### config.mk
export PLATFORM = sky130hd
export DESIGN_NAME = bram_copy_ctrl_flat
export DESIGN_NICKNAME = d
export VERILOG_FILES = /design/src/rtl/mem2mem_pkg.sv /design/src/rtl/bram_copy_ctrl_if.sv /design/src/rtl/bram_copy_ctrl.sv /design/src/flat_wrapper.sv
export SDC_FILE = /design/constraint.sdc
export NUM_CORES = 1
export LEC_CHECK = 0
export CORE_UTILIZATION = 43
export CTS_CLUSTER_DIAMETER = 150
export DETAILED_ROUTE_END_ITERATION = 8
export PLACE_DENSITY = 0.82
export SLEW_MARGIN = 5
export SYNTH_ARGS = -nofsm -noshare
export SYNTH_HDL_FRONTEND = slang
export SYNTH_SLANG_ARGS = --single-unit
### constraint.sdc
create_clock -name fpga_0_clk_1_sys_clk_pin -period 3.1 [get_ports fpga_0_clk_1_sys_clk_pin]
set_input_delay 0.62 -clock fpga_0_clk_1_sys_clk_pin [delete_from_list [all_inputs] [get_ports fpga_0_clk_1_sys_clk_pin]]
set_output_delay 0.62 -clock fpga_0_clk_1_sys_clk_pin [all_outputs]
set_load 0.01 [all_outputs]
### src/rtl/mem2mem_pkg.sv
// Shared constants, field positions and FSM encoding for the BRAM-to-BRAM copy sequencer.
package mem2mem_pkg;

    localparam int unsigned AW    = 10;
    localparam int unsigned DW    = 32;
    localparam int unsigned WEN_W = 4;
    localparam int unsigned CNT_W = AW + 1;

    localparam int unsigned CFG_START_BIT = 31;
    localparam int unsigned CFG_ABORT_BIT = 30;
    localparam int unsigned CFG_LEN_LSB   = 20;
    localparam int unsigned CFG_SRC_LSB   = 10;
    localparam int unsigned CFG_DST_LSB   = 0;

    localparam int unsigned ST_BUSY_BIT    = 31;
    localparam int unsigned ST_DONE_BIT    = 30;
    localparam int unsigned ST_ABORTED_BIT = 29;
    localparam int unsigned ST_CNT_LSB     = 0;

    typedef enum logic [1:0] {
        ST_IDLE  = 2'd0,
        ST_READ  = 2'd1,
        ST_DRAIN = 2'd2
    } state_e;

    // Word address inside a 4 KB buffer to a 32-bit byte address.
    function automatic logic [DW-1:0] byte_addr(input logic [AW-1:0] word);
        return DW'({word, 2'b00});
    endfunction

endpackage

### src/rtl/bram_copy_ctrl_if.sv
// Port-B pin groups of the RX (BRAM1) and TX (BRAM0) buffers owned by the copy sequencer.
interface bram_copy_ctrl_if;
    import mem2mem_pkg::*;

    logic             rx_en;
    logic [WEN_W-1:0] rx_wen;
    logic [DW-1:0]    rx_addr;
    logic [DW-1:0]    rx_rdata;
    logic             tx_en;
    logic [WEN_W-1:0] tx_wen;
    logic [DW-1:0]    tx_addr;
    logic [DW-1:0]    tx_wdata;

    modport master (
        output rx_en, rx_wen, rx_addr,
        input  rx_rdata,
        output tx_en, tx_wen, tx_addr, tx_wdata
    );

    modport slave (
        input  rx_en, rx_wen, rx_addr,
        output rx_rdata,
        input  tx_en, tx_wen, tx_addr, tx_wdata
    );

endinterface

### src/rtl/bram_copy_ctrl.sv
// Copies len_m1+1 words from BRAM1 to BRAM0 at one word per clock, driven by the RXTX GPIO.
// A single FSM issues reads; a one-stage pipe turns each returned word into a write.
module bram_copy_ctrl
    import mem2mem_pkg::*;
(
    input  logic             fpga_0_clk_1_sys_clk_pin,
    input  logic             fpga_0_rst_1_sys_rst_pin,
    input  logic [DW-1:0]    cfg_word,
    output logic [DW-1:0]    status_word,
    bram_copy_ctrl_if.master bram
);

    logic clk;
    logic rst;
    assign clk = fpga_0_clk_1_sys_clk_pin;
    assign rst = fpga_0_rst_1_sys_rst_pin;

    state_e           state_q;
    logic             start_q;
    logic             abort_pend_q;
    logic             rd_vld_q;
    logic             busy_q;
    logic             done_q;
    logic             aborted_q;
    logic [AW-1:0]    len_q;
    logic [AW-1:0]    src_q;
    logic [AW-1:0]    dst_q;
    logic [AW-1:0]    rd_idx_q;
    logic [AW-1:0]    wr_idx_q;
    logic [CNT_W-1:0] cnt_q;

    logic          start_edge;
    logic          abort_req;
    logic          last_rd;
    logic          rd_fire;
    logic [AW-1:0] rd_addr;
    logic [AW-1:0] wr_addr;

    assign start_edge = cfg_word[CFG_START_BIT] & ~start_q;
    assign abort_req  = cfg_word[CFG_ABORT_BIT];
    assign last_rd    = (rd_idx_q == len_q);
    // The final read is never suppressed, so an abort on that cycle still ends as done.
    assign rd_fire    = (state_q == ST_READ) & (~abort_req | last_rd);
    assign rd_addr    = src_q + rd_idx_q;
    assign wr_addr    = dst_q + wr_idx_q;

    assign bram.rx_en    = rd_fire;
    assign bram.rx_wen   = '0;
    assign bram.rx_addr  = rd_fire ? byte_addr(rd_addr) : '0;
    assign bram.tx_en    = rd_vld_q;
    assign bram.tx_wen   = rd_vld_q ? {WEN_W{1'b1}} : '0;
    assign bram.tx_addr  = rd_vld_q ? byte_addr(wr_addr) : '0;
    assign bram.tx_wdata = rd_vld_q ? bram.rx_rdata : '0;

    always_comb begin
        status_word                          = '0;
        status_word[ST_BUSY_BIT]             = busy_q;
        status_word[ST_DONE_BIT]             = done_q;
        status_word[ST_ABORTED_BIT]          = aborted_q;
        status_word[ST_CNT_LSB +: CNT_W]     = cnt_q;
    end

    // start_q resets high so a start bit already set when reset drops is not an edge.
    always_ff @(posedge clk or posedge rst) begin
        if (rst) begin
            state_q      <= ST_IDLE;
            start_q      <= 1'b1;
            abort_pend_q <= 1'b0;
            rd_vld_q     <= 1'b0;
            busy_q       <= 1'b0;
            done_q       <= 1'b0;
            aborted_q    <= 1'b0;
            len_q        <= '0;
            src_q        <= '0;
            dst_q        <= '0;
            rd_idx_q     <= '0;
            wr_idx_q     <= '0;
            cnt_q        <= '0;
        end else begin
            start_q  <= cfg_word[CFG_START_BIT];
            rd_vld_q <= rd_fire;

            if (rd_fire) begin
                rd_idx_q <= rd_idx_q + AW'(1);
            end
            if (rd_vld_q) begin
                wr_idx_q <= wr_idx_q + AW'(1);
                cnt_q    <= cnt_q + CNT_W'(1);
            end

            case (state_q)
                ST_IDLE: begin
                    if (start_edge && !abort_req) begin
                        len_q        <= cfg_word[CFG_LEN_LSB +: AW];
                        src_q        <= cfg_word[CFG_SRC_LSB +: AW];
                        dst_q        <= cfg_word[CFG_DST_LSB +: AW];
                        rd_idx_q     <= '0;
                        wr_idx_q     <= '0;
                        cnt_q        <= '0;
                        done_q       <= 1'b0;
                        aborted_q    <= 1'b0;
                        abort_pend_q <= 1'b0;
                        busy_q       <= 1'b1;
                        state_q      <= ST_READ;
                    end
                end
                ST_READ: begin
                    if (!rd_fire) begin
                        abort_pend_q <= 1'b1;
                        state_q      <= ST_DRAIN;
                    end else if (last_rd) begin
                        state_q <= ST_DRAIN;
                    end
                end
                ST_DRAIN: begin
                    busy_q    <= 1'b0;
                    done_q    <= ~abort_pend_q;
                    aborted_q <= abort_pend_q;
                    state_q   <= ST_IDLE;
                end
                default: begin
                    state_q <= ST_IDLE;
                end
            endcase
        end
    end

endmodule

### src/flat_wrapper.sv
// flat-port wrapper written by rule: the top's interface ports become plain ports
module bram_copy_ctrl_flat import mem2mem_pkg::*;
  (fpga_0_clk_1_sys_clk_pin, fpga_0_rst_1_sys_rst_pin, cfg_word, status_word, bram_rx_en, bram_rx_wen, bram_rx_addr, bram_rx_rdata, bram_tx_en, bram_tx_wen, bram_tx_addr, bram_tx_wdata);
  bram_copy_ctrl_if bram_i ();
  input  logic fpga_0_clk_1_sys_clk_pin;
  input  logic fpga_0_rst_1_sys_rst_pin;
  input  logic [DW-1:0] cfg_word;
  output logic [DW-1:0] status_word;
  output wire logic [$bits(bram_i.rx_en)-1:0] bram_rx_en;
  output wire logic [$bits(bram_i.rx_wen)-1:0] bram_rx_wen;
  output wire logic [$bits(bram_i.rx_addr)-1:0] bram_rx_addr;
  input wire logic [$bits(bram_i.rx_rdata)-1:0] bram_rx_rdata;
  output wire logic [$bits(bram_i.tx_en)-1:0] bram_tx_en;
  output wire logic [$bits(bram_i.tx_wen)-1:0] bram_tx_wen;
  output wire logic [$bits(bram_i.tx_addr)-1:0] bram_tx_addr;
  output wire logic [$bits(bram_i.tx_wdata)-1:0] bram_tx_wdata;
  assign bram_rx_en = bram_i.rx_en;
  assign bram_rx_wen = bram_i.rx_wen;
  assign bram_rx_addr = bram_i.rx_addr;
  assign bram_i.rx_rdata = bram_rx_rdata;
  assign bram_tx_en = bram_i.tx_en;
  assign bram_tx_wen = bram_i.tx_wen;
  assign bram_tx_addr = bram_i.tx_addr;
  assign bram_tx_wdata = bram_i.tx_wdata;
  bram_copy_ctrl u_core (.fpga_0_clk_1_sys_clk_pin(fpga_0_clk_1_sys_clk_pin), .fpga_0_rst_1_sys_rst_pin(fpga_0_rst_1_sys_rst_pin), .cfg_word(cfg_word), .status_word(status_word), .bram(bram_i));
endmodule
### Yosys cells after proc, flatten, opt, wreduce, memory -nomap -nowiden

Index checks and enable logic that the tools add are counted.

* word-level logic and storage cells: 63
* flip-flop bits (word level): 69

* equal/unequal tests: 6
* multiplexer cells: 24
* add/sub/neg operators: 5
* bitwise operators: 6
* reductions and logical operators: 9

Operators with widths (number)
* 10-bit two-way mux: 6
* 11-bit two-way mux: 3
* 32-bit two-way mux: 1
* 12-bit two-way mux: 2
* 10-bit by 1-bit adder with 10-bit output (second input constant): 2
* 10-bit adder: 2
* 11-bit by 1-bit adder with 11-bit output (second input constant): 1
* 10-bit == test: 1
* 1-bit case mux with 2 select lines: 4
* 2-bit two-way mux: 3
* 2-bit AND reduction: 3
* 4-bit two-way mux: 1
* 2-bit case mux with 2 select lines: 1
* 2-bit nonzero test: 2
* 1-bit two-way mux: 3
* 3-bit by 2-bit != test with 1-bit output (second input constant): 1
* 1-bit inverter: 3
* 3-bit AND reduction: 1
* 1-bit AND: 2
* 2-bit by 1-bit == test with 1-bit output (second input constant): 1
* 2-bit == test (second input constant): 1
* 2-bit zero test: 1
* 2-bit by 1-bit != test with 1-bit output (second input constant): 1
* 2-bit != test (second input constant): 1
* 3 further kinds: 3

### Logic depth before layout (Yosys ltp)

Gate-level depths: netlist of the first run.

* depth after elaboration: 6
* depth in mapped cells: 9
* mapped depth without buffers: 9

### Worst setup path after synthesis of the first run

No wires, ideal clock.

* kind: register -> output
* start point: reg u_core.rd_idx_q[0]
* end point: out bram_rx_addr[4]
* data required time: 2.480 ns
* setup slack: 0.597 ns
* arrival: 1.883 ns
* stages on the path, launching flop included: 8
* cells stage by stage: dfrtp_1 xor2_1 nor4_2 a41o_1 nand2_1 buf_6 clkbuf_1 nor3_1

* cells in the longest elaborated chain, start to end: 4

RTL lines
* from (decl): RTL line bram_copy_ctrl.sv:28 `logic [AW-1:0] rd_idx_q;`
* from (signal assigned): RTL line bram_copy_ctrl.sv:84 `rd_idx_q <= rd_idx_q + AW'(1);`
* parallel branches: the longest is 3 deep, another holds 10-bit adder
* 12-bit two-way mux (*): RTL line bram_copy_ctrl.sv:49 `assign bram.rx_addr = rd_fire ? byte_addr(rd_addr) : '0;`
* to (decl): RTL line flat_wrapper.sv:11 `output wire logic [$bits(bram_i.rx_addr)-1:0] bram_rx_addr;`

Every way passes the cells marked *.

### Final worst setup path of the first run

* start point: reg u_core.rd_idx_q[0]
* end point: out bram_rx_addr[8]

Same word-level chain as after synthesis.

==> results of run 1 <==
routing by layer:
layer,GRT usage,up-vias
li1,-,1964
met1,0.245,1884
met2,0.405,150
met3,0.0472,23
met4,0.105,0
met5,0,-
critical path: cells and delay by family, from the launching register on:
family / cells / cell delay [ps]
compound gates: 2 / 270
xor+xnor: 1 / 140
fa+ha+maj: 2 / 610
buf+inv: 2 / 330
flops: 1 / 380
simple gates: 3 / 310
path summary, 6_finish.rpt:
path,from,to,depth (start not counted)
min reg2reg,u_core.abort_pend_q,u_core.done_q,1
max reg2reg,u_core.rd_idx_q[0],u_core.rd_idx_q[8],8
min,u_core.abort_pend_q,u_core.done_q,1
max in group asynchronous,fpga_0_rst_1_sys_rst_pin,u_core.start_q,3
max,u_core.rd_idx_q[0],bram_rx_addr[8],10
min in group asynchronous,fpga_0_rst_1_sys_rst_pin,u_core.cnt_q[9],3
per-stage QoR:
stage	setup TNS, ps	util	hold slack [ps]	std cells
2_1_floorplan	0	-	427	617
3_3_place_gp	0	0.569	436	812
3_5_place_dp	0	0.569	452	812
4_1_cts	-8.81	0.604	459	834
5_1_grt	0	0.608	488	840
6_report	0	0.608	463	840
flip-flops by register name, summed over array words and instances (netlist names), 2 cells and up:
| signal | flops |
|---|---|
| u_core.wr_idx_q | 10 |
| u_core.rd_idx_q | 10 |
| u_core.state_q | 2 |
| u_core.len_q | 10 |
| u_core.cnt_q | 11 |
| u_core.src_q | 10 |
| u_core.dst_q | 10 |
power groups by stage:
stage / registers [W] / clock network [W] / logic [W]
floorplan: 0.00120 / 0 / 0.000666
global placement: 0.00121 / 0 / 0.000954
detailed placement: 0.00122 / 0 / 0.000980
global route: 0.00123 / 0.000876 / 0.00122
CTS: 0.00121 / 0.000840 / 0.00108
finish: 0.00121 / 0.000813 / 0.00110
layout make-up:
class	instances	share of cell area
inverter	13	0.00771
clock buffer	10	0.0217
sequential	69	0.274
multi-input combinational	444	0.414
clock inverter	6	0.0136
tap	136	0.0269
timing repair buffer	160	0.242
antenna	2	0.000790
kinds of logic (layout without fill, tap and decap cells):
family	count (synthesis)	after routing
AO/OA/AOI/OAI	52	52
XOR/XNOR	38	38
adder cells (fa/ha/maj)	23	23
buffers and inverters	104	189
flip-flops	69	69
multiplexers	9	9
other	1	68
AND/OR/NAND/NOR	256	256
cell usage after synthesis (4+ instances only):
cell,number,area share
ha_1,21,0.056
nor3_1,7,0.0075
o21ai_0,10,0.011
nand3_1,10,0.011
clkbuf_1,17,0.014
a21oi_1,13,0.014
or3_1,6,0.0081
nand4_1,8,0.011
and2_1,40,0.054
xor2_1,25,0.047
xnor2_1,13,0.024
a211oi_1,4,0.0064
dfrtp_1,68,0.37
a21o_1,4,0.0064
mux2i_1,9,0.019
nand2_1,118,0.095
nand2b_1,6,0.0081
inv_1,12,0.0097
nor2b_1,5,0.0067
nor2_1,41,0.033
buf_4,73,0.12
o21ai_1,7,0.0075
what timing repair did:
item,4_1_cts,5_1_grt
resized for setup,41,15
setup buffers,6,4
cloned,0,0
endpoints found under the setup margin,16,8
pin swaps,5,6
cells in the final DEF (no fill, tap or decap), types with 3 or more instances in the layout:
| cell type | n |
|---|---|
| a21oi_1 | 10 |
| nand2_1 | 117 |
| nor3_1 | 7 |
| ha_4 | 3 |
| ha_1 | 17 |
| nand2b_1 | 6 |
| nor4_1 | 3 |
| clkdlybuf4s50_1 | 120 |
| clkbuf_2 | 3 |
| a211oi_2 | 3 |
| and3_1 | 3 |
| conb_1 | 66 |
| a21oi_2 | 3 |
| dfrtp_2 | 5 |
| dlygate4sd2_1 | 10 |
| mux2i_1 | 9 |
| clkbuf_8 | 10 |
| a21o_1 | 4 |
| buf_4 | 22 |
| dfrtp_1 | 63 |
| nand4_1 | 8 |
| dlymetal6s2s_1 | 3 |
| xnor2_1 | 13 |
| nor2b_1 | 3 |
| o21ai_1 | 8 |
| o21ai_0 | 8 |
| or3_1 | 6 |
| and2_1 | 39 |
| inv_1 | 11 |
| nor2_1 | 39 |
| xor2_1 | 25 |
| nand3_1 | 10 |
==> results.yml, run 1 <==
run_status:
  status: "complete, no violations"
cells_and_area:
  final_nets: 786
  finalInstanceArea_mm2: 0.00633
  fill_cells: 921
  multi_input_area_mm2: 0.00262
  regArea_mm2: 0.00173
  layout-drive-gt1-share: 0.107
  synthToLayoutAreaGrowth_pct: 35.9
die:
  fp.coreArea_mm2: 0.0104
  rows: 37
  die_area_mm2: 0.0113
  start_util: 0.447
  io_pins: 204
  die_h_um: 106
  die_x_um: 106
global_route:
  overflow: 0
  grt_pass1_vias: 4053
  grt_use_total: 0.222
  antenna_found_initial: 2
  grt_max_degree: 70
  grt_pass1_wl_um: 19600
setup_path:
  cp_data_arrival_time_ps: 2360
  critPathMostFrequentCell: "nor2_1"
  path_max_fanout: 3
  cp_slowest_stage_delay_ps: 400
  critPathCaptureType: "output port"
  critPathKind: "reg -> out"
  start_kind: "register"
  path_cells: "ha_2 -> inv_1 -> fa_1 -> nor2b_2 -> o21ai_1 -> a21oi_2 -> nor2_1 -> xor2_1 -> nor2_1 -> dlygate4sd2_1"
  r2r_setup_slack_ps: 680
  cp.required_ps: 2480
  slowest_stage: "fa_1"
timing:
  worst_pin_slew_ps: 653
  period_share: 0.962
  finalCriticalPeriod_ps: 2980
  setup_ws_ps: 119
  fin_worst_skew_ps: 9.56
  setup_viol: 0
  timing.fmax_ghz: 0.335
  rsz0062_at_grt: "false"
  slew_headroom: 0.564
  hold_viol_final: 0
  final_max_slew_viol_count: 0
clock_tree:
  clk_path_buf_depth: 2
  root_buffer: "clkbuf_8"
  clkTransAtPathRegs_ps: 70
  numCtsBuffers: 9
  cts_tree: "done"
  clock-sinks: 69
  htree_levels: 3
  hold_buffers: 0
  insertion_delay_ps: 340
synthesis:
  yosysUniqueCellTypes: 46
  synth_compound_area_frac: 0.0690
  synth_warnings: 0
  synth-simple-area-share: 0.259
  synthXorXnorAreaFrac: 0.0714
  syn_inst: 552
  syn_area_mm2: 0.00466
  ys_ff_latch: 69
  synth_top_family_by_area: "simple AND/OR/NAND/NOR gates"
  synth-main-ff-cell: "dfrtp_1"
  synth-edff-count: 0
  syn_area_per_cell_um2: 8.44
  async_reset_ff_frac: 1.00
  synth_mux_area_frac: 0.0193
  synth_fa_ha_area_frac: 0.0650
  ys_seq_area_frac: 0.371
place:
  dpl_cell_area_mm2: 0.00593
  place_hpwl_um: 9010
  place_ws_ps: 63.7
  gp_congestion: 0.882
  portBuffers: 137
power_and_ir_drop:
  p_int_w: 0.00210
  pwr_density_cell_mw_per_mm2: 494
  pwr-share-comb: 0.352
  finalPower_w: 0.00313
  seqPwrFrac: 0.387
  switching_share: 0.329
  power_switching_w: 0.00103
  ir_worst_vdd_mv: 0.298
  pwr-share-clk: 0.260
  p_leak_nw: 3.08
detailed_routing:
  wl_met2_um: 6530
  dr.max_layer_used: "met4"
  routed_via_density: 4.79
  antenna_left: 0
  num_vias: 4021
  wirelength_met1_um: 4780
  first_iter_violations: 153
  dr.pass1.iters: 5
  drcViolationCount: 0
  wl_per_cell_um: 14.4
  wl_met3_um: 528
  wl_um: 12100
run:
  max-cap-violations: 0
min_path:
  hp-class: "reg -> reg"
Note: power is estimated with default switching activity, not from simulation.
==> run 2, diff against run 1 <==
--- a/config.mk
+++ b/config.mk
@@ -6,7 +6,7 @@
 export NUM_CORES = 1
 export LEC_CHECK = 0
 export CORE_UTILIZATION = 43
-export CTS_CLUSTER_DIAMETER = 150
+export CTS_CLUSTER_DIAMETER = 80
 export DETAILED_ROUTE_END_ITERATION = 8
 export PLACE_DENSITY = 0.82
 export SLEW_MARGIN = 5
==> results of run 2 <==
Final layout, timing and power as in run 1 (identical DEF).
